### config.mk
export PLATFORM = sky130hd
export DESIGN_NAME = i2c_slave_ctrl
export DESIGN_NICKNAME = d
export VERILOG_FILES = /design/src/rtl/i2c_slave_ctrl.sv
export SDC_FILE = /design/constraint.sdc
export NUM_CORES = 1
export LEC_CHECK = 0
export CORE_MARGIN = 4
export CORE_UTILIZATION = 48
export DETAILED_ROUTE_END_ITERATION = 8
export HOLD_SLACK_MARGIN = 0.08
export PLACE_DENSITY = 0.82
export SETUP_SLACK_MARGIN = 0.3
export SLEW_MARGIN = 20
export SYNTH_ARGS = -nofsm -noshare
export SYNTH_HDL_FRONTEND = slang
export SYNTH_SLANG_ARGS = --single-unit
### constraint.sdc
create_clock -name clk -period 2.71 [get_ports clk]
set_input_delay 0.4065 -clock clk [delete_from_list [all_inputs] [get_ports clk]]
set_output_delay 0.4065 -clock clk [all_outputs]
set_load 0.1 [all_outputs]
### src/rtl/i2c_slave_ctrl.sv
// I2C slave protocol controller: sequences address, receive and transmit phases
// from bit-level strobes and drives the FIFO/shift-register controls and SDA select.
module i2c_slave_ctrl #(
  parameter int CNT_W = 8
) (
  input  logic             clk,
  input  logic             rst,
  input  logic             start_found,
  input  logic             stop_found,
  input  logic             address_match,
  input  logic             rw_mode,
  input  logic             byte_received,
  input  logic             ack_prep,
  input  logic             check_ack,
  input  logic             ack_done,
  input  logic             sda_in,
  input  logic             rx_fifo_full,
  input  logic             tx_fifo_empty,
  output logic             rx_enable,
  output logic             write_enable,
  output logic             read_enable,
  output logic             load_data,
  output logic [1:0]       sda_mode,
  output logic             tx_underrun,
  output logic             busy,
  output logic [CNT_W-1:0] byte_count,
  output logic [3:0]       state_dbg
);

  localparam logic [3:0] S_IDLE      = 4'd0;
  localparam logic [3:0] S_ADDR      = 4'd1;
  localparam logic [3:0] S_CHK_ADDR  = 4'd2;
  localparam logic [3:0] S_ADDR_ACK  = 4'd3;
  localparam logic [3:0] S_ADDR_NACK = 4'd4;
  localparam logic [3:0] S_RX_DATA   = 4'd5;
  localparam logic [3:0] S_RX_PUSH   = 4'd6;
  localparam logic [3:0] S_RX_ACK    = 4'd7;
  localparam logic [3:0] S_RX_NACK   = 4'd8;
  localparam logic [3:0] S_TX_LOAD   = 4'd9;
  localparam logic [3:0] S_TX_DATA   = 4'd10;
  localparam logic [3:0] S_TX_CHK    = 4'd11;
  localparam logic [3:0] S_TX_WAIT   = 4'd12;
  localparam logic [3:0] S_WAIT_STOP = 4'd13;

  // Handshake: every input strobe is a one-cycle pulse acted on at the clk edge
  // where it is high; every output is registered and reflects that edge's decision.
  logic [3:0]       state, state_nxt;
  logic [1:0]       sda_nxt;
  logic             we_nxt, re_nxt, ld_nxt, un_nxt;
  logic [CNT_W-1:0] cnt_nxt;

  assign state_dbg = state;

  always_comb begin
    state_nxt = state;
    sda_nxt   = sda_mode;
    we_nxt    = 1'b0;
    re_nxt    = 1'b0;
    ld_nxt    = 1'b0;
    un_nxt    = 1'b0;
    cnt_nxt   = byte_count;
    if (stop_found) begin
      state_nxt = S_IDLE;
    end else if (start_found) begin
      state_nxt = S_ADDR;
      cnt_nxt   = '0;
    end else begin
      case (state)
        S_IDLE: state_nxt = S_IDLE;
        S_ADDR: if (byte_received) state_nxt = S_CHK_ADDR;
        S_CHK_ADDR: state_nxt = address_match ? S_ADDR_ACK : S_ADDR_NACK;
        S_ADDR_ACK: begin
          if (ack_done)      state_nxt = rw_mode ? S_TX_LOAD : S_RX_DATA;
          else if (ack_prep) sda_nxt   = 2'd1;
        end
        S_ADDR_NACK: if (ack_done) state_nxt = S_WAIT_STOP;
        S_RX_DATA: if (byte_received) state_nxt = S_RX_PUSH;
        S_RX_PUSH: begin
          if (!rx_fifo_full) begin
            we_nxt    = 1'b1;
            cnt_nxt   = byte_count + CNT_W'(1);
            state_nxt = S_RX_ACK;
          end else begin
            state_nxt = S_RX_NACK;
          end
        end
        S_RX_ACK: begin
          if (ack_done)      state_nxt = S_RX_DATA;
          else if (ack_prep) sda_nxt   = 2'd1;
        end
        S_RX_NACK: begin
          if (ack_done)      state_nxt = S_WAIT_STOP;
          else if (ack_prep) sda_nxt   = 2'd2;
        end
        S_TX_LOAD: begin
          ld_nxt    = 1'b1;
          re_nxt    = !tx_fifo_empty;
          un_nxt    = tx_fifo_empty;
          cnt_nxt   = byte_count + CNT_W'(1);
          state_nxt = S_TX_DATA;
        end
        S_TX_DATA: if (ack_prep) state_nxt = S_TX_CHK;
        S_TX_CHK: if (check_ack) state_nxt = sda_in ? S_WAIT_STOP : S_TX_WAIT;
        S_TX_WAIT: if (ack_done) state_nxt = S_TX_LOAD;
        S_WAIT_STOP: state_nxt = S_WAIT_STOP;
        default: state_nxt = S_IDLE;
      endcase
    end
    // Any state change re-derives the SDA select; only TX_DATA enters driving data.
    if (state_nxt != state) sda_nxt = (state_nxt == S_TX_DATA) ? 2'd3 : 2'd0;
  end

  always_ff @(posedge clk) begin
    if (rst) begin
      state        <= S_IDLE;
      rx_enable    <= 1'b0;
      write_enable <= 1'b0;
      read_enable  <= 1'b0;
      load_data    <= 1'b0;
      tx_underrun  <= 1'b0;
      busy         <= 1'b0;
      sda_mode     <= 2'd0;
      byte_count   <= '0;
    end else begin
      state        <= state_nxt;
      rx_enable    <= (state_nxt == S_ADDR) || (state_nxt == S_RX_DATA);
      write_enable <= we_nxt;
      read_enable  <= re_nxt;
      load_data    <= ld_nxt;
      tx_underrun  <= un_nxt;
      busy         <= (state_nxt != S_IDLE);
      sda_mode     <= sda_nxt;
      byte_count   <= cnt_nxt;
    end
  end

endmodule

==> results.md, run 1 <==
- GRT overflow: 0
- Area of the core: about 2500 sq um
- Placement row count: 18
- Setup crit start kind: primary input
- Y dimension of the die: 59.9 um
- Final critical-path required period: 2.35 ns
- Clock group share of total power: 27.6%
- Post-Syn Nets: 167
- Filler cell count in the final layout: 227
- Yosys reg bits: 20
- Static leakage: about 0.0006 uW
- Worst-case setup margin in the final layout: approximately 0.36 ns
- Worst Tran Pin Value: between 0.4 and 0.5 ns
- Comb power frac: 16.8%
- Total Die Area: approximately 3600 sq um
- Synth async-reset ratio: 0%
- Number of top-level design ports: 33
- Headroom to the max-slew limit: around two thirds
- Top routing layer used: met4
- Critical path destination: read_enable
- Clock tree root buffer cell: clkbuf_4
- Cell internal power dissipation: roughly 390 uW
- Effective utilization at floorplan: 51.2%
- Synthesized cell area: 1290 sq um
- Start of the worst register-to-register path: state_dbg[3]
- Reg-to-reg endpoint: read_enable
- Hold-critical path depth: 2
- Antenna cells: 0
- Share of cells above drive strength 1: 24.2%
- Num CTS Buffers: 3
- H-tree level count: 1
- Maximum number of pins on one net before global-route repair: 22
- Number of max-cap violations: 0
- Syn_area_per_cell: 8.44 sq um
- Wirelength per Cell: 15.0 um
- Overall power consumption: between 500 and 600 uW
- Final Hold Fails: 0
- Critical path origin: stop_found
- Sum of negative setup slack: 0 ns
- Element type at the critical path end: flip-flop
- Final max-slew violation count: 0
- Via count of the first global-routing pass: 1191
- Fraction of synthesized cell area taken by the top area cell type: 31.0%
- Number of synthesized flops with an enable pin: 0
- Estimated wirelength of the detail-placed design: approximately 2300 um
- Number of different library cells in the post-synthesis netlist: 55
- CP max-delay cell: or4_4
- Via density per instance: slightly below 6
- Sequential power share: 55.6%
- CP cell instances: clkdlybuf4s50_1 > or4_4 > o21bai_4 > xor2_1 > nand4_1 > a211oi_4 > buf_4 > nor3_2
- Clock sink count: 20
- Antenna violations before repair: 0
- RSZ-0062 raised after global routing: false
- Wire length on met3: 190 um
- Routed metal-1 wire length: 1380 um
- Worst voltage drop across the vdd grid: between 0.0002 and 0.0003 V
- Max Freq: 426 MHz
- Top flip-flop cell by instance count after synthesis: dfxtp_1
- Pre-CTS setup slack: 0.0986 ns
- Wire length of the first global-routing pass: about 5000 um
- GR Util All Layers: 17.8%
- Max FO, Critical Path: 8
- Outcome: finished, final reports clean
- FF+latch area: 415 sq um
- Clk buf depth: 2
- Synthesized netlist cell count: ~150
- Top cells by area, synth: dfxtp_1 31%, nor2_1 4.9%, xor2_1 4.1%
- Critical Path Max Stage Delay: 0.60 ns
- Multi-input gate area: 813 sq um
- Final WL: 3240 um
- Area growth from synthesis to layout: 26.6%
- Post-synthesis sequential area ratio: 31.0%
- Post-route ant nets: 0
- Placer Congestion: 0.899
- Cell count of the worst reg-to-reg path: 8
- DR WL met2: 1590 um
- DRC violation count after routing: 0
- Top cell type by total area after synthesis: dfxtp_1
- Number of nets in the finished design: 201
- Setup violators final: 0
- Yosys Warn Count: 0
- Sw frac: between 20% and 30%
- Worst skew pair latency: 0.30 ns
- Initial DRT Pass Iterations: 4
- Setup slack on the worst flop-to-flop path: 0.38 ns
- Required time worst endpoint: 2.91 ns
- Worst-path clk slew: 0.12 ns
- Die Wd: 59.9 um
- Setup clock skew after layout: roughly 0.013 ns
- Port bufs: 32
- Iteration-0 DRC Markers: 49
- Type of the worst setup path: primary input to flip-flop
- Cell Pwr Density: 329 nW/um^2
- Number of vias after detailed routing: 1285
- CTS tree: yes
- Hold-fix buffer count after cts: 0
- Net switching component of the power: 149 uW
- Period utilization: 86.6%
- Type of the tightest min-delay check: flip-flop to flip-flop
- Arrival time reported for the critical path endpoint: between 2 and 3 ns
[kinds of logic after synthesis]
kind of cell,share of synthesized area (%)
compound gates,23.3
xor+xnor,4.75
fa+ha+maj,0.969
buf+inv,6.39
flops,31.0
mux,2.33
simple gates,31.3
[final cells by class]
type / count / area share [%]
Clock buffer: 4 / 1.61
Multi-Input combinational cell: 118 / 49.8
Sequential cell: 20 / 25.4
Tap cell: 30 / 2.30
Timing Repair Buffer: 39 / 19.8
Inverter: 5 / 1.15
[layer usage]
| layer | up-vias | track usage, % |
|---|---|---|
| li1 | 625 | - |
| met1 | 603 | 20.5 |
| met2 | 49 | 30.4 |
| met3 | 8 | 3.67 |
| met4 | 0 | 9.81 |
| met5 | - | 0 |
[cell usage after synthesis (2+ instances only)]
master	number
nand2b_1	8
dfxtp_1	20
o21ai_0	4
a31oi_1	4
and3_1	2
or3_1	2
nor4b_1	2
nand4_1	4
nor3b_1	2
nor2b_1	4
buf_2	3
a21o_1	2
o211ai_1	2
clkbuf_1	3
a21oi_1	7
and3b_1	2
nand2_1	8
inv_1	5
xor2_1	6
buf_4	2
nand3_1	4
o21ai_1	2
nor3_1	4
mux2i_1	3
buf_6	2
nor2_1	17
[power groups by stage]
| stage | clock network [uW] | registers, uW | logic, uW |
|---|---|---|---|
| global route | 161 | 299 | 95.6 |
| floorplan | 0 | 323 | 33.7 |
| finish | 148 | 299 | 90.4 |
| detailed placement | 0 | 307 | 86.3 |
| global placement | 0 | 306 | 85.4 |
| CTS | 147 | 300 | 86.6 |
[repair_timing]
item,in CTS,in global routing
gates resized for setup,0,4
setup buffers,0,4
endpoints found under the setup margin,0,2
[worst max-delay path: cells and delay by family]
kind                      cells  cell delay (ns)
AOI/OAI and AO/OA             2             0.59
xor gates and xnor gates      1             0.16
buffers and inverters         2             0.60
and+or+nand+nor               3             0.79
[placed cells by master (no fill, tap or decap), drive strengths merged, types with 6 or more instances in the layout]
| master | Yosys | routed |
|---|---|---|
| nand2 | 8 | 8 |
| nand2b | 8 | 8 |
| clkdlybuf4s50 | 0 | 12 |
| dfxtp | 20 | 20 |
| a21oi | 7 | 7 |
| buf | 7 | 25 |
| clkbuf | 3 | 6 |
| nor2 | 17 | 17 |
| o21ai | 6 | 6 |
| xor2 | 6 | 6 |
[state kept, by name, indices dropped and copies added, names as in the netlist]
name          count
byte_count        8
state_dbg         4
sda_mode          2
busy              1
load_data         1
read_enable       1
rx_enable         1
tx_underrun       1
write_enable      1
[worst min path at each step]
stage                       start             to  slack (ns)
floorplan           tx_fifo_empty    read_enable        0.48
global placement    byte_count[1]  byte_count[1]        0.49
detailed placement  byte_count[1]  byte_count[1]        0.50
CTS                 byte_count[1]  byte_count[1]        0.52
global route        byte_count[1]  byte_count[1]        0.55
finish              byte_count[1]  byte_count[1]        0.53
[metrics by stage]
stage | hold WS, ns | cell area (sq um) | util [%] | instances
2_1_floorplan | 0.476 | 1310 | - | 153
3_3_place_gp | 0.490 | 1570 | 62.2 | 208
3_5_place_dp | 0.501 | 1570 | 62.2 | 208
4_1_cts | 0.518 | 1590 | 63.2 | 212
5_1_grt | 0.545 | 1630 | 64.8 | 216
6_report | 0.526 | 1630 | 64.8 | 216
Note: power is estimated with default switching activity, not from simulation.
==> run 2, diff against run 1 <==
- CORE_MARGIN: 4 -> 2
- RECOVER_POWER: unset -> 100
==> run 2 against run 1 <==
Net effect:
- clock-buffer cell count unchanged
- largest cell class unchanged
- clock power up 13%
- clock skew down 0.0093 ns
- largest power group unchanged
- core utilization down 1.2 points
- hold slack worse by 0.0010 ns
- final area down 1.8%
==> results.md, run 2 (synthesis gave the netlist of run 1 again) <==
- Via density per instance: 5.89
- Dpl cell area: 1580 sq um
- GR Util All Layers: 19.9%
- CP cell instances: clkbuf_4 > nor4_1 > or4_4 > o21bai_4 > xor2_1 > nand4_1 > a211oi_4 > mux2i_1
- GRT overflow: 0
- Final critical-path required period: approximately 2.5 ns
- Maximum number of pins on one net before global-route repair: 22
- Estimated wirelength of the detail-placed design: 2370 um
- Setup violators final: 0
- Max Freq: 404 MHz
- Via count of the first global-routing pass: 1109
- Worst-path clk slew: around 0.11 ns
- Setup clock skew after layout: 0.00381 ns
- Share of cells above drive strength 1: 15.0%
- CP max-delay cell: dfxtp_1
- Top reg by flops: byte_count
- Setup crit start kind: flip-flop
- Worst skew pair latency: just under 0.3 ns
- Placement row count: 18
- Flip-flop count of the largest register, all copies and words added: 8
- Cell Pwr Density: 344 nW/um^2
- Critical Path Max Stage Delay: 0.54 ns
- Sum of negative setup slack: 0 ns
- Initial DRT Pass Iterations: 4
- Fin area: 1600 sq um
- RSZ-0062 raised after global routing: false
- Area of the core: 2520 sq um
- Clock tree root buffer cell: clkbuf_4
- Max FO, Critical Path: 9
- Worst voltage drop across the vdd grid: 0.000304 V
- Period utilization: 91.3%
- Number of max-cap violations: 0
- Number of nets in the finished design: 208
- Area growth from synthesis to layout: 24.2%
- Clock sink count: 20
- Outcome: finished, final reports clean
- Worst Tran Pin Value: ~1.2 ns
- Total Die Area: 3120 sq um
- H-tree level count: 1
- Final WL: 3350 um
- Wire length of the first global-routing pass: 4970 um
- Y dimension of the die: 55.9 um
- Most frequent cells in the layout: 22 x clkbuf_1, 17 x nor2_1, 17 x dfxtp_1, 10 x clkdlybuf4s50_1, 10 x buf_4
- Wirelength per Cell: 15.0 um
- Number of top-level design ports: 33
- Element type at the critical path end: flip-flop
- Effective utilization at floorplan: 51.2%
- Placer Congestion: roughly 0.90
- Static leakage: 0.000562 uW
- Type of the worst setup path: flip-flop to flip-flop
- Die Wd: 55.9 um
- Pre-CTS setup slack: 0.0800 ns
- Number of vias after detailed routing: 1314
- Multi-input gate area: around 810 sq um
- Type of the tightest min-delay check: flip-flop to flip-flop
- FF+latch area: 412 sq um
- Antenna cells: 0
- Worst-case setup margin in the final layout: 0.235 ns
- Port bufs: 32
- CTS tree: yes
- Buffers & Inverters on Critical Path: 1
- Num CTS Buffers: 3
- Filler cell count in the final layout: 242
- Final Hold Fails: 0
- Final max-slew violation count: 0
- Iteration-0 DRC Markers: 48
- Antenna violations before repair: 0
- Crit path max-delay family: simple AND/OR/NAND/NOR gates
- Clk buf depth: 2
- Arrival time reported for the critical path endpoint: roughly 2.7 ns
- Required time worst endpoint: 2.94 ns
- Post-route ant nets: 0
- Headroom to the max-slew limit: 21.8%
- DRC violation count after routing: 0
- Commonest non-fill, non-tap cell in the layout: clkbuf_1
## run 2: changes by cell type in the layout (fill, tap and decap cells not counted), sizes merged
cell	before	now
buf	25	10
clkbuf	6	28
dlygate4sd3	0	2
clkdlybuf4s50	12	10
## run 2: worst min-delay path, delay by kind of cell, from the launching register on
kind | cells | cell delay [ns]
AO/OA/AOI/OAI | 1 | 0.06
flip-flops | 1 | 0.35
AND/OR/NAND/NOR | 1 | 0.08
## run 2: worst paths after layout
path | cells past startpoint | startpoint | end | slack [ns]
max reg2reg | 8 | state_dbg[2] | sda_mode[0] | 0.23
min | 2 | byte_count[1] | byte_count[1] | 0.53
max | 8 | state_dbg[2] | sda_mode[0] | 0.23
min reg2reg | 2 | byte_count[1] | byte_count[1] | 0.53
## run 2: report_power, final
part	switching (uW)	leakage (uW)	total, uW	internal [uW]
Sequential	5.26	0.000164	299	294
Clock	85.5	0.0000210	167	81.8
Combinational	52.6	0.000377	85.6	33.0
Total	143	0.000562	552	409
## run 2: metal layers
layer  vias up  track usage, %  share of wire [%]
li1        646               -                  -
met1       608            25.1                 42
met2        58            34.5                 51
met3         2            2.33                6.4
met4         0            7.48               0.48
met5         -               0                  0
## run 2: through the flow
stage               total power, uW  std cells  util, %  hold slack (ns)
finish                          552        223     63.6            0.525
global route                    573        223     63.6            0.569
CTS                             561        213     63.9            0.533
detailed placement              394        209     62.5            0.516
global placement                393        209     62.5            0.487
floorplan                       357        153        -            0.476
## run 2: repair_timing
item                                   in CTS  in global routing
hold buffers                                0                  0
buffers inserted                            0                 10
gates resized for setup                     0                  3
endpoints found under the hold margin       0                  0
setup endpoints to repair                   0                  2
## run 2: final cells by class
type	count	share of cell area (%)
Timing Repair Buffer	46	18.3
Inverter	5	1.17
Sequential cell	20	25.7
Clock buffer	4	2.26
Tap cell	30	2.34
Multi-Input combinational cell	118	50.3
==> run 3, diff against run 2 <==
- CTS_CLUSTER_SIZE: unset -> 40
==> results of run 3 <==
Same layout as run 2: the final DEF is identical, and so are final timing and power.
